===== src/rtl/prt_lb_mux_tmo.sv =====
// prt_lb_mux_tmo: local-bus demultiplexer with one upstream master and
// P_PORTS downstream slaves. Writes are fire-and-forget. Reads block until
// the selected slave answers. Protocol errors set a sticky flag.
// Optional feature macro PRT_LB_MUX_TMO_EN adds a read timeout of P_TMO
// cycles. On expiry the module returns P_ERR_DAT and sets STA_TMO_OUT.
module prt_lb_mux_tmo #(
  parameter int          P_PORTS   = 11,
  parameter int          P_ADR_UP  = 22,
  parameter int          P_ADR_DWN = 16,
  parameter int          P_TMO     = 1024,
  parameter logic [31:0] P_ERR_DAT = 32'hDEADBEEF
) (
  input  logic                   CLK_IN,
  input  logic                   RST_IN,
  input  logic [P_ADR_UP-1:0]    UP_ADR_IN,
  input  logic                   UP_WR_IN,
  input  logic                   UP_RD_IN,
  input  logic [31:0]            UP_DAT_IN,
  output logic [31:0]            UP_DAT_OUT,
  output logic                   UP_VLD_OUT,
  output logic [P_ADR_DWN-1:0]   DWN_ADR_OUT,
  output logic [31:0]            DWN_DAT_OUT,
  output logic [P_PORTS-1:0]     DWN_WR_OUT,
  output logic [P_PORTS-1:0]     DWN_RD_OUT,
  input  logic [P_PORTS*32-1:0]  DWN_DAT_IN,
  input  logic [P_PORTS-1:0]     DWN_VLD_IN,
  output logic                   STA_TMO_OUT,
  output logic                   STA_ERR_OUT,
  input  logic                   STA_CLR_IN
);

  localparam int LP_SW = P_ADR_UP - P_ADR_DWN;
  localparam int LP_IW = (P_PORTS > 1) ? $clog2(P_PORTS) : 1;

  typedef enum logic [1:0] {ST_IDLE, ST_RD_WAIT, ST_RESP} state_t;

  state_t               r_state, w_state_next;
  logic [LP_IW-1:0]     r_sel;
  logic [P_PORTS-1:0]   r_dwn_wr, r_dwn_rd;
  logic [P_ADR_DWN-1:0] r_dwn_adr;
  logic [31:0]          r_dwn_dat, r_up_dat;
  logic                 r_up_vld, r_err, r_tmo;

  logic [LP_SW-1:0]     w_sel;
  logic [LP_IW-1:0]     w_sel_idx;
  logic                 w_sel_ok;
  logic [P_PORTS-1:0]   w_onehot;
  logic [31:0]          w_dwn_dat [P_PORTS];
  logic [P_PORTS-1:0]   w_wr_next, w_rd_next;
  logic                 w_req_load, w_sel_load, w_cap_en, w_up_vld_next;
  logic [31:0]          w_cap_dat;
  logic                 w_err_set, w_tmo_set, w_tmo_hit;

  // Unpack the flat per-port read-data bus into an indexable array.
  generate
    for (genvar gi = 0; gi < P_PORTS; gi++) begin : g_unpack
      assign w_dwn_dat[gi] = DWN_DAT_IN[gi*32 +: 32];
    end
  endgenerate

  assign w_sel     = UP_ADR_IN[P_ADR_UP-1:P_ADR_DWN];
  assign w_sel_idx = w_sel[LP_IW-1:0];
  assign w_sel_ok  = ({{(32-LP_SW){1'b0}}, w_sel} < $unsigned(P_PORTS));
  assign w_onehot  = {{(P_PORTS-1){1'b0}}, 1'b1} << w_sel_idx;

`ifdef PRT_LB_MUX_TMO_EN
  logic [15:0] r_cnt;

  // Timeout counter: zero outside RD_WAIT, counts cycles spent waiting.
  always_ff @(posedge CLK_IN or negedge RST_IN) begin
    if (!RST_IN)                    r_cnt <= '0;
    else if (r_state == ST_RD_WAIT) r_cnt <= r_cnt + 16'd1;
    else                            r_cnt <= '0;
  end

  // Expiry is reached on the P_TMO-th cycle in RD_WAIT.
  assign w_tmo_hit   = (r_cnt == 16'(P_TMO - 1));
  assign STA_TMO_OUT = r_tmo;
`else
  logic w_tmo_unused;
  assign w_tmo_unused = |16'(P_TMO) | r_tmo;
  assign w_tmo_hit    = 1'b0;
  assign STA_TMO_OUT  = 1'b0;
`endif

  // Next-state and request decode. A valid response has priority over timeout expiry.
  always_comb begin
    w_state_next  = r_state;
    w_wr_next     = '0;
    w_rd_next     = '0;
    w_req_load    = 1'b0;
    w_sel_load    = 1'b0;
    w_cap_en      = 1'b0;
    w_cap_dat     = P_ERR_DAT;
    w_up_vld_next = 1'b0;
    w_err_set     = 1'b0;
    w_tmo_set     = 1'b0;
    case (r_state)
      ST_IDLE: begin
        if (UP_WR_IN && UP_RD_IN) begin
          w_err_set = 1'b1;
        end else if (UP_WR_IN) begin
          if (w_sel_ok) begin
            w_wr_next  = w_onehot;
            w_req_load = 1'b1;
          end else begin
            w_err_set = 1'b1;
          end
        end else if (UP_RD_IN) begin
          if (w_sel_ok) begin
            w_rd_next    = w_onehot;
            w_req_load   = 1'b1;
            w_sel_load   = 1'b1;
            w_state_next = ST_RD_WAIT;
          end else begin
            // Unmapped port: answer immediately with the error pattern.
            w_err_set     = 1'b1;
            w_cap_en      = 1'b1;
            w_up_vld_next = 1'b1;
            w_state_next  = ST_RESP;
          end
        end
      end
      ST_RD_WAIT: begin
        w_err_set = UP_WR_IN | UP_RD_IN;
        if (DWN_VLD_IN[r_sel]) begin
          w_cap_en      = 1'b1;
          w_cap_dat     = w_dwn_dat[r_sel];
          w_up_vld_next = 1'b1;
          w_state_next  = ST_RESP;
        end else if (w_tmo_hit) begin
          w_cap_en      = 1'b1;
          w_tmo_set     = 1'b1;
          w_up_vld_next = 1'b1;
          w_state_next  = ST_RESP;
        end
      end
      ST_RESP: begin
        w_err_set    = UP_WR_IN | UP_RD_IN;
        w_state_next = ST_IDLE;
      end
      default: w_state_next = ST_IDLE;
    endcase
  end

  // State register and registered datapath/strobe outputs.
  always_ff @(posedge CLK_IN or negedge RST_IN) begin
    if (!RST_IN) begin
      r_state   <= ST_IDLE;
      r_sel     <= '0;
      r_dwn_wr  <= '0;
      r_dwn_rd  <= '0;
      r_dwn_adr <= '0;
      r_dwn_dat <= '0;
      r_up_dat  <= '0;
      r_up_vld  <= 1'b0;
    end else begin
      r_state  <= w_state_next;
      r_dwn_wr <= w_wr_next;
      r_dwn_rd <= w_rd_next;
      r_up_vld <= w_up_vld_next;
      if (w_sel_load) r_sel <= w_sel_idx;
      if (w_req_load) begin
        r_dwn_adr <= UP_ADR_IN[P_ADR_DWN-1:0];
        r_dwn_dat <= UP_DAT_IN;
      end
      if (w_cap_en) r_up_dat <= w_cap_dat;
    end
  end

  // Sticky status flags; a set event in the same cycle beats a clear.
  always_ff @(posedge CLK_IN or negedge RST_IN) begin
    if (!RST_IN) begin
      r_err <= 1'b0;
      r_tmo <= 1'b0;
    end else begin
      if (w_err_set)       r_err <= 1'b1;
      else if (STA_CLR_IN) r_err <= 1'b0;
      if (w_tmo_set)       r_tmo <= 1'b1;
      else if (STA_CLR_IN) r_tmo <= 1'b0;
    end
  end

  assign UP_DAT_OUT  = r_up_dat;
  assign UP_VLD_OUT  = r_up_vld;
  assign DWN_ADR_OUT = r_dwn_adr;
  assign DWN_DAT_OUT = r_dwn_dat;
  assign DWN_WR_OUT  = r_dwn_wr;
  assign DWN_RD_OUT  = r_dwn_rd;
  assign STA_ERR_OUT = r_err;

endmodule


===== config.mk =====
export PLATFORM = sky130hd
export DESIGN_NAME = prt_lb_mux_tmo
export DESIGN_NICKNAME = d
export VERILOG_FILES = /design/src/rtl/prt_lb_mux_tmo.sv
export SDC_FILE = /design/constraint.sdc
export NUM_CORES = 1
export LEC_CHECK = 0
export CAP_MARGIN = 5
export CORE_AREA = 2 2 207 209
export CTS_CLUSTER_DIAMETER = 200
export DETAILED_ROUTE_END_ITERATION = 8
export DIE_AREA = 0 0 209 211
export GPL_TIMING_DRIVEN = 0
export PLACE_DENSITY = 0.58
export SYNTH_ARGS = -nofsm -noshare
export SYNTH_HDL_FRONTEND = slang
export SYNTH_SLANG_ARGS = --single-unit

===== constraint.sdc =====
create_clock -name CLK_IN -period 3.8 [get_ports CLK_IN]
set_input_delay 0.95 -clock CLK_IN [delete_from_list [all_inputs] [get_ports CLK_IN]]
set_output_delay 0.95 -clock CLK_IN [all_outputs]
set_load 0.02 [all_outputs]

==> results of run 1 <==
## layout by cell type (no fill, tap or decap), drive strengths merged, types with 2 or more instances in the layout
cell type,count
mux4,33
a221oi,2
nor2b,4
dfrtp,110
a2bb2oi,32
nand4,2
mux2i,131
nand2,8
inv,7
nand3b,2
o21ai,11
clkinv,3
mux2,50
o21a,2
a21oi,27
nor2,59
and2,2
clkdlybuf4s50,524
nand2b,2
diode,2
o2bb2ai,33
a221o,32
ha,3
o211ai,2
buf,34
clkbuf,43
or2,2
## cells by family (layout without fill, tap and decap cells)
logic type      count (synthesis)  count (layout)
flops                         110             110
mux                           214             214
fa+ha+maj                       3               3
simple gates                   85              85
other cells                     1               3
buf+inv                        69             611
compound gates                148             148
## where the power goes
part	internal [W]	total, W	switching [W]	leakage (nW)
sequential	0.00156	0.00177	0.000201	1.31
clock	0.000490	0.000981	0.000491	0.147
combinational	0.00264	0.00547	0.00283	3.93
## per-stage QoR
step           instances  cell area [um^2]  utilization (%)  total power (W)  hold slack (ns)
4_1_cts             1711             13600             32.5          0.00836            0.509
6_report            1713             13600             32.5          0.00822            0.505
5_1_grt             1713             13600             32.5          0.00872            0.514
2_1_floorplan        630              7300                -          0.00491            0.520
3_3_place_gp        1694             13200             31.7          0.00729            0.485
3_5_place_dp        1695             13300             31.8          0.00734            0.491
## state kept, by name (all words and copies together), names as in the netlist
register	count
DWN_DAT_OUT	32
UP_VLD_OUT	1
DWN_WR_OUT	11
DWN_RD_OUT	11
DWN_ADR_OUT	16
r_state	2
r_sel	4
UP_DAT_OUT	32
STA_ERR_OUT	1
## per-layer routing
metal  wire [um]  GRT usage [%]  part of all wire (%)
met5          26              0                 0.066
met4        1150           5.94                   2.9
met3        2630           4.42                   6.7
met2       20000           31.4                    51
met1       15700           20.2                    40
## how the worst max path moves through the flow
stage	end	from	depth (start not counted)	slack [ns]
final	DWN_DAT_OUT[10]	UP_ADR_IN[19]	7	0.70
after CTS	UP_DAT_OUT[16]	r_sel[2]	7	0.57
after floorplan	UP_DAT_OUT[2]	DWN_VLD_IN[3]	5	1.43
after detailed placement	DWN_DAT_OUT[10]	UP_ADR_IN[19]	7	0.27
after global routing	DWN_WR_OUT[2]	UP_ADR_IN[18]	6	0.55
after global placement	UP_DAT_OUT[17]	RST_IN	1	-2.84
## worst reg2reg max path, stage by stage (launching register included)
cell and delay (ns):
dfrtp_1 0.35, clkbuf_1 0.57, and2_1 0.21, clkbuf_1 0.42, clkbuf_1 0.56, a221o_1 0.27, a2bb2oi_1 0.43, mux2i_1 0.14
## cell type report
class / instances / share of cell area (%)
flip-flops and latches: 110 / 20.3
well taps: 539 / 4.97
plain buffers: 64 / 2.17
repair buffers: 526 / 39.0
diodes: 2 / 0.0369
clock inverters: 5 / 0.295
clock buffers: 11 / 1.86
inverters: 5 / 0.138
multi-input cells: 451 / 31.3
==> run summary, run 1 <==
Post-Synth Adder-Cell Area: 0.514%
Detailed Routing Iterations Pass 1: 4
root buffer cell: clkbuf_16
relative slew slack: 40.3%
Setup crit start kind: input pin
fraction of registers with async set/reset: 100%
die width: 209 um
top cell family by delay on the critical path: buffers and inverters
count of pins over their slew limit: 0
layout cells sized above 1: 11.3%
Crit path largest cell delay: 0.55 ns
Post-CTS Hold Fix Bufs: 0
synthesized flop and latch total: 110
Worst Path Max Fanout: 10
# rows: 75
CP Data Arrival Time: 3.34 ns
Final Skew: 0.0105 ns
vias in the first global route: 8333
MaxCap Viol Count: 0
FF-to-FF Start: r_sel[2]
Mapped Area: 0.00730 mm^2
count leader, synth: mux2i_1
worst hold stages: 1
Setup TNS Final: 0 ns
WL per Instance: 23.1 um
area grow syn2layout: 85.6%
critical path class: input pin to flip-flop
TritonCTS clock tree: yes
Post-Synth XOR/XNOR Area: 0%
top cells by count, synth: mux2i_1, dfrtp_1, nor2_1
RR Endpoint: UP_DAT_OUT[16]
YS warnings: 0
vias: 7647
Final Setup Violations: 0
RSZ-0062 raised after global routing: no
final setup margin: 0.705 ns
drt total wl: 39600 um
Critical Path Slowest Stage Cell: clkdlybuf4s50_1
Final Hold Viols: 0
routability congestion estimate: 0.867
Netlist cell types: 43
Mapped Cells: 630
Final ANT Viol Nets: 0
area of the multi-input gates: 0.00424 mm^2
CP Buf/Inv Count: 4
Synth Area in Simple Gates: 5.02%
top cells by area in the synthesized netlist: dfrtp_1, mux2i_1, mux4_2
worst-path cell chain: clkdlybuf4s50_1 -> clkinv_1 -> o21a_1 -> o211ai_1 -> buf_2 -> buf_2 -> mux2_2
area leader, netlist: dfrtp_1
largest family of logic cells by synthesized area: multiplexers
largest net degree at the start of global routing: 62
DP HPWL: 33100 um
CP dominant cell by count: buf_2
outcome: complete, no violations
CTS Buffer Depth: 2
post-synthesis mux area share: 35.8%
CP Capture Type: flip-flop
Worst Hold Launch: DWN_DAT_OUT[9]
sequential share of the synthesized area: 37.7%
Residual DRC: 0
CP required: 4.04 ns
Hold Crit Class: flip-flop to flip-flop
complex-gate fraction of the synthesized area: 16.6%
Reg area: 0.00275 mm^2
Post-synth EDFFs: 0
Via-to-Cell Ratio: 4.46
setup bufs post-CTS: 0
R2R cell count: 7
Die Footprint: 0.0441 mm^2
final worst-path cycle share: 81.5%
# IOs: 527
post-route minimum period: 3.10 ns
global-route wire length before repair: 55900 um
Clock Latency Late Sink: 0.36 ns
PostCTS Resize Cnt: 0
pwr/cell area: 606 mW/mm^2
fill count: 4324
Global Route Usage Sum: 17.5%
IO buf count: 525
first-iteration detailed-routing DRC count: 328
CTS H-tree lvls: 3
core area: 0.0418 mm^2
Leak: 5.39 nW
Overflow after GRT: 0
syn nets: 1055
Worst Hold Path EP: DWN_DAT_OUT[9]
Mean Syn Cell Area: 11.6 um^2
dpl ws: 0.275 ns
Num CTS Buffers: 9
Die Ht: 211 um
measured slew at the worst slew-check pin: 0.896 ns
initial antenna violation count: 7
post-synth top area share: 37.7%
FMAX: 323 MHz
Worst-path clk slew: 0.07 ns
Max rail drop VDD: 0.211 mV
ys flop type: dfrtp_1
TritonCTS Sinks: 110
r2r setup slk: 0.72 ns
Initial Utilization: 17.5%
Final #Nets: 1592
Power figures use the tool's default switching activity.
==> inputs of run 2 (changes only) <==
Settings changed: CORE_AREA 2 2 207 209 to 2 2 203 205, DIE_AREA 0 0 209 211 to 0 0 205 207, PLACE_DENSITY 0.58 to 0.6.
Clock period 3.8 ns to 2.9 ns, I/O delays scaled along.
==> run summary, run 2 (synthesis results as in run 1) <==
initial antenna violation count: 7 (unchanged)
global-route wire length before repair: 54000 um (-3.4%)
Final #Nets: 1591 (-0.063%)
TritonCTS clock tree: yes
drt total wl: 38600 um (-2.4%)
FF-to-FF Start: r_sel[2]
count of pins over their slew limit: 0 (unchanged)
pwr/cell area: 790 mW/mm^2 (+30%)
Residual DRC: 0 (unchanged)
Setup TNS Final: 0 ns (unchanged)
Final Hold Viols: 0 (unchanged)
vias: 7621 (-0.34%)
CP Data Arrival Time: 2.97 ns (-0.37 ns)
Worst-path clk slew: 0.07 ns (about the same)
Setup crit start kind: input pin
R2R cell count: 7 (unchanged)
TritonCTS Sinks: 110 (unchanged)
FMAX: 367 MHz
setup bufs post-CTS: 0 (unchanged)
CTS Buffer Depth: 2 (unchanged)
Post-CTS Hold Fix Bufs: 0 (unchanged)
CP Buf/Inv Count: 3 (-1)
largest net degree at the start of global routing: 63 (+1.6%)
Detailed Routing Iterations Pass 1: 4 (unchanged)
core area: 0.0404 mm^2 (-3.3%)
r2r setup slk: 0.21 ns (-0.51 ns)
Leak: 5.40 nW (+0.10%)
Global Route Usage Sum: 17.7% (+0.17 points)
most common cell after layout, fill and taps aside: clkdlybuf4s50_1
commonest cells after routing, fill and taps aside: clkdlybuf4s50_1, mux2i_1, dfrtp_1
Via-to-Cell Ratio: 4.46 (about the same)
Clock Latency Late Sink: 0.36 ns (about the same)
outcome: complete, no violations
DP HPWL: 32300 um (-2.4%)
critical path class: input pin to flip-flop
Num CTS Buffers: 9 (unchanged)
# rows: 74 (-1.3%)
vias in the first global route: 8213 (-1.4%)
root buffer cell: clkbuf_16
Hold Crit Class: input pin to asynchronous set/reset pin
Final Skew: 0.00879 ns (-0.00171 ns)
# IOs: 527 (unchanged)
Final ANT Viol Nets: 0 (unchanged)
measured slew at the worst slew-check pin: 0.887 ns (-0.00913 ns)
Util after Layout: 33.6% (+1.2 points)
routability congestion estimate: 0.846 (-2.4%)
IO buf count: 525 (unchanged)
die width: 205 um (-1.9%)
CTS H-tree lvls: 3 (unchanged)
Critical Path Slowest Stage Cell: clkdlybuf4s50_1
Max rail drop VDD: 0.269 mV (+28%)
post-route minimum period: 2.73 ns
layout cells sized above 1: 11.6% (+0.35 points)
final worst-path cycle share: 94.0%
Worst Path Max Fanout: 10 (unchanged)
Die Footprint: 0.0424 mm^2 (-3.8%)
CP required: 3.14 ns (-0.90 ns)
MaxCap Viol Count: 0 (unchanged)
top cell family by delay on the critical path: buffers and inverters
Final Setup Violations: 0 (unchanged)
area grow syn2layout: 85.9%
first-iteration detailed-routing DRC count: 243 (-26%)
WL per Instance: 22.6 um (-2.1%)
hold slack: 0.301 ns (-0.204 ns)
Initial Utilization: 18.1% (+0.60 points)
Overflow after GRT: 0 (unchanged)
worst-path cell chain: clkdlybuf4s50_1 -> a21oi_1 -> o21a_1 -> o211ai_1 -> buf_4 -> buf_2 -> mux2_2
Tot Pwr: 0.0107 W (+31%)
Crit path largest cell delay: 0.64 ns (+0.09 ns)
Die Ht: 207 um (-1.9%)
RR Endpoint: UP_DAT_OUT[16]
CP Capture Type: flip-flop
relative slew slack: 40.9% (+0.61 points)
run 2: cell count changes in the layout (fill, tap and decap cells not counted), sizes merged:
| cell | before | now |
|---|---|---|
| inv | 7 | 5 |
| clkinvlp | 0 | 3 |
| bufinv | 0 | 1 |
| diode | 2 | 4 |
| clkinv | 3 | 0 |
run 2: worst register-to-register path, cell delays in order, from the launching register on:
cell and delay (ns):
dfrtp_1 0.34, clkbuf_2 0.33, and2_1 0.18, clkbuf_1 0.49
clkbuf_1 0.57, a221o_1 0.27, a2bb2oi_1 0.28, mux2i_1 0.11
run 2: stage by stage:
step | cells | instance area (um^2) | setup WS (ns)
global route | 1706 | 13600 | -0.00221
detailed placement | 1688 | 13300 | -0.348
finish | 1707 | 13600 | 0.173
floorplan | 630 | 7300 | 0.755
global placement | 1687 | 13200 | -3.39
CTS | 1704 | 13600 | 0.0473
run 2: layout make-up:
type                            instances  area, um^2
Fill cell                            4249       26800
Timing Repair Buffer                  526        5280
Multi-Input combinational cell        451        4240
Sequential cell                       110        2750
Tap cell                              532         666
Buffer                                 63         298
Clock buffer                           12         246
Clock inverter                          4        53.8
Inverter                                5        22.5
Antenna cell                            4        10.0
run 2: repair_timing:
item                                    CTS  global route
pin swaps                                 0             0
gates resized for setup                   1            10
endpoints found under the setup margin   30            53
run 2: power by group:
group	leakage, nW	internal (W)	switching [W]
clock	0.139	0.000699	0.000594
sequential	1.31	0.00205	0.000307
combinational	3.95	0.00346	0.00361
run 2: how the worst max path moves through the flow:
| stage | start | to | slack (ns) | cells past startpoint |
|---|---|---|---|---|
| floorplan | DWN_VLD_IN[3] | UP_DAT_OUT[2] | 0.76 | 5 |
| global placement | RST_IN | UP_DAT_OUT[17] | -3.39 | 1 |
| detailed placement | UP_ADR_IN[19] | DWN_DAT_OUT[6] | -0.35 | 7 |
| CTS | UP_ADR_IN[19] | DWN_DAT_OUT[6] | 0.05 | 7 |
| global route | UP_ADR_IN[16] | DWN_DAT_OUT[6] | -0.002 | 7 |
| finish | UP_ADR_IN[16] | DWN_ADR_OUT[14] | 0.17 | 7 |
run 2: metal layers:
| metal | track usage [%] | vias up | routed length [um] |
|---|---|---|---|
| li1 | - | 3518 | - |
| met1 | 20.3 | 3677 | 15100 |
| met2 | 31.8 | 379 | 19600 |
| met3 | 3.96 | 45 | 2780 |
| met4 | 6.25 | 2 | 1110 |
| met5 | 0 | - | 9 |
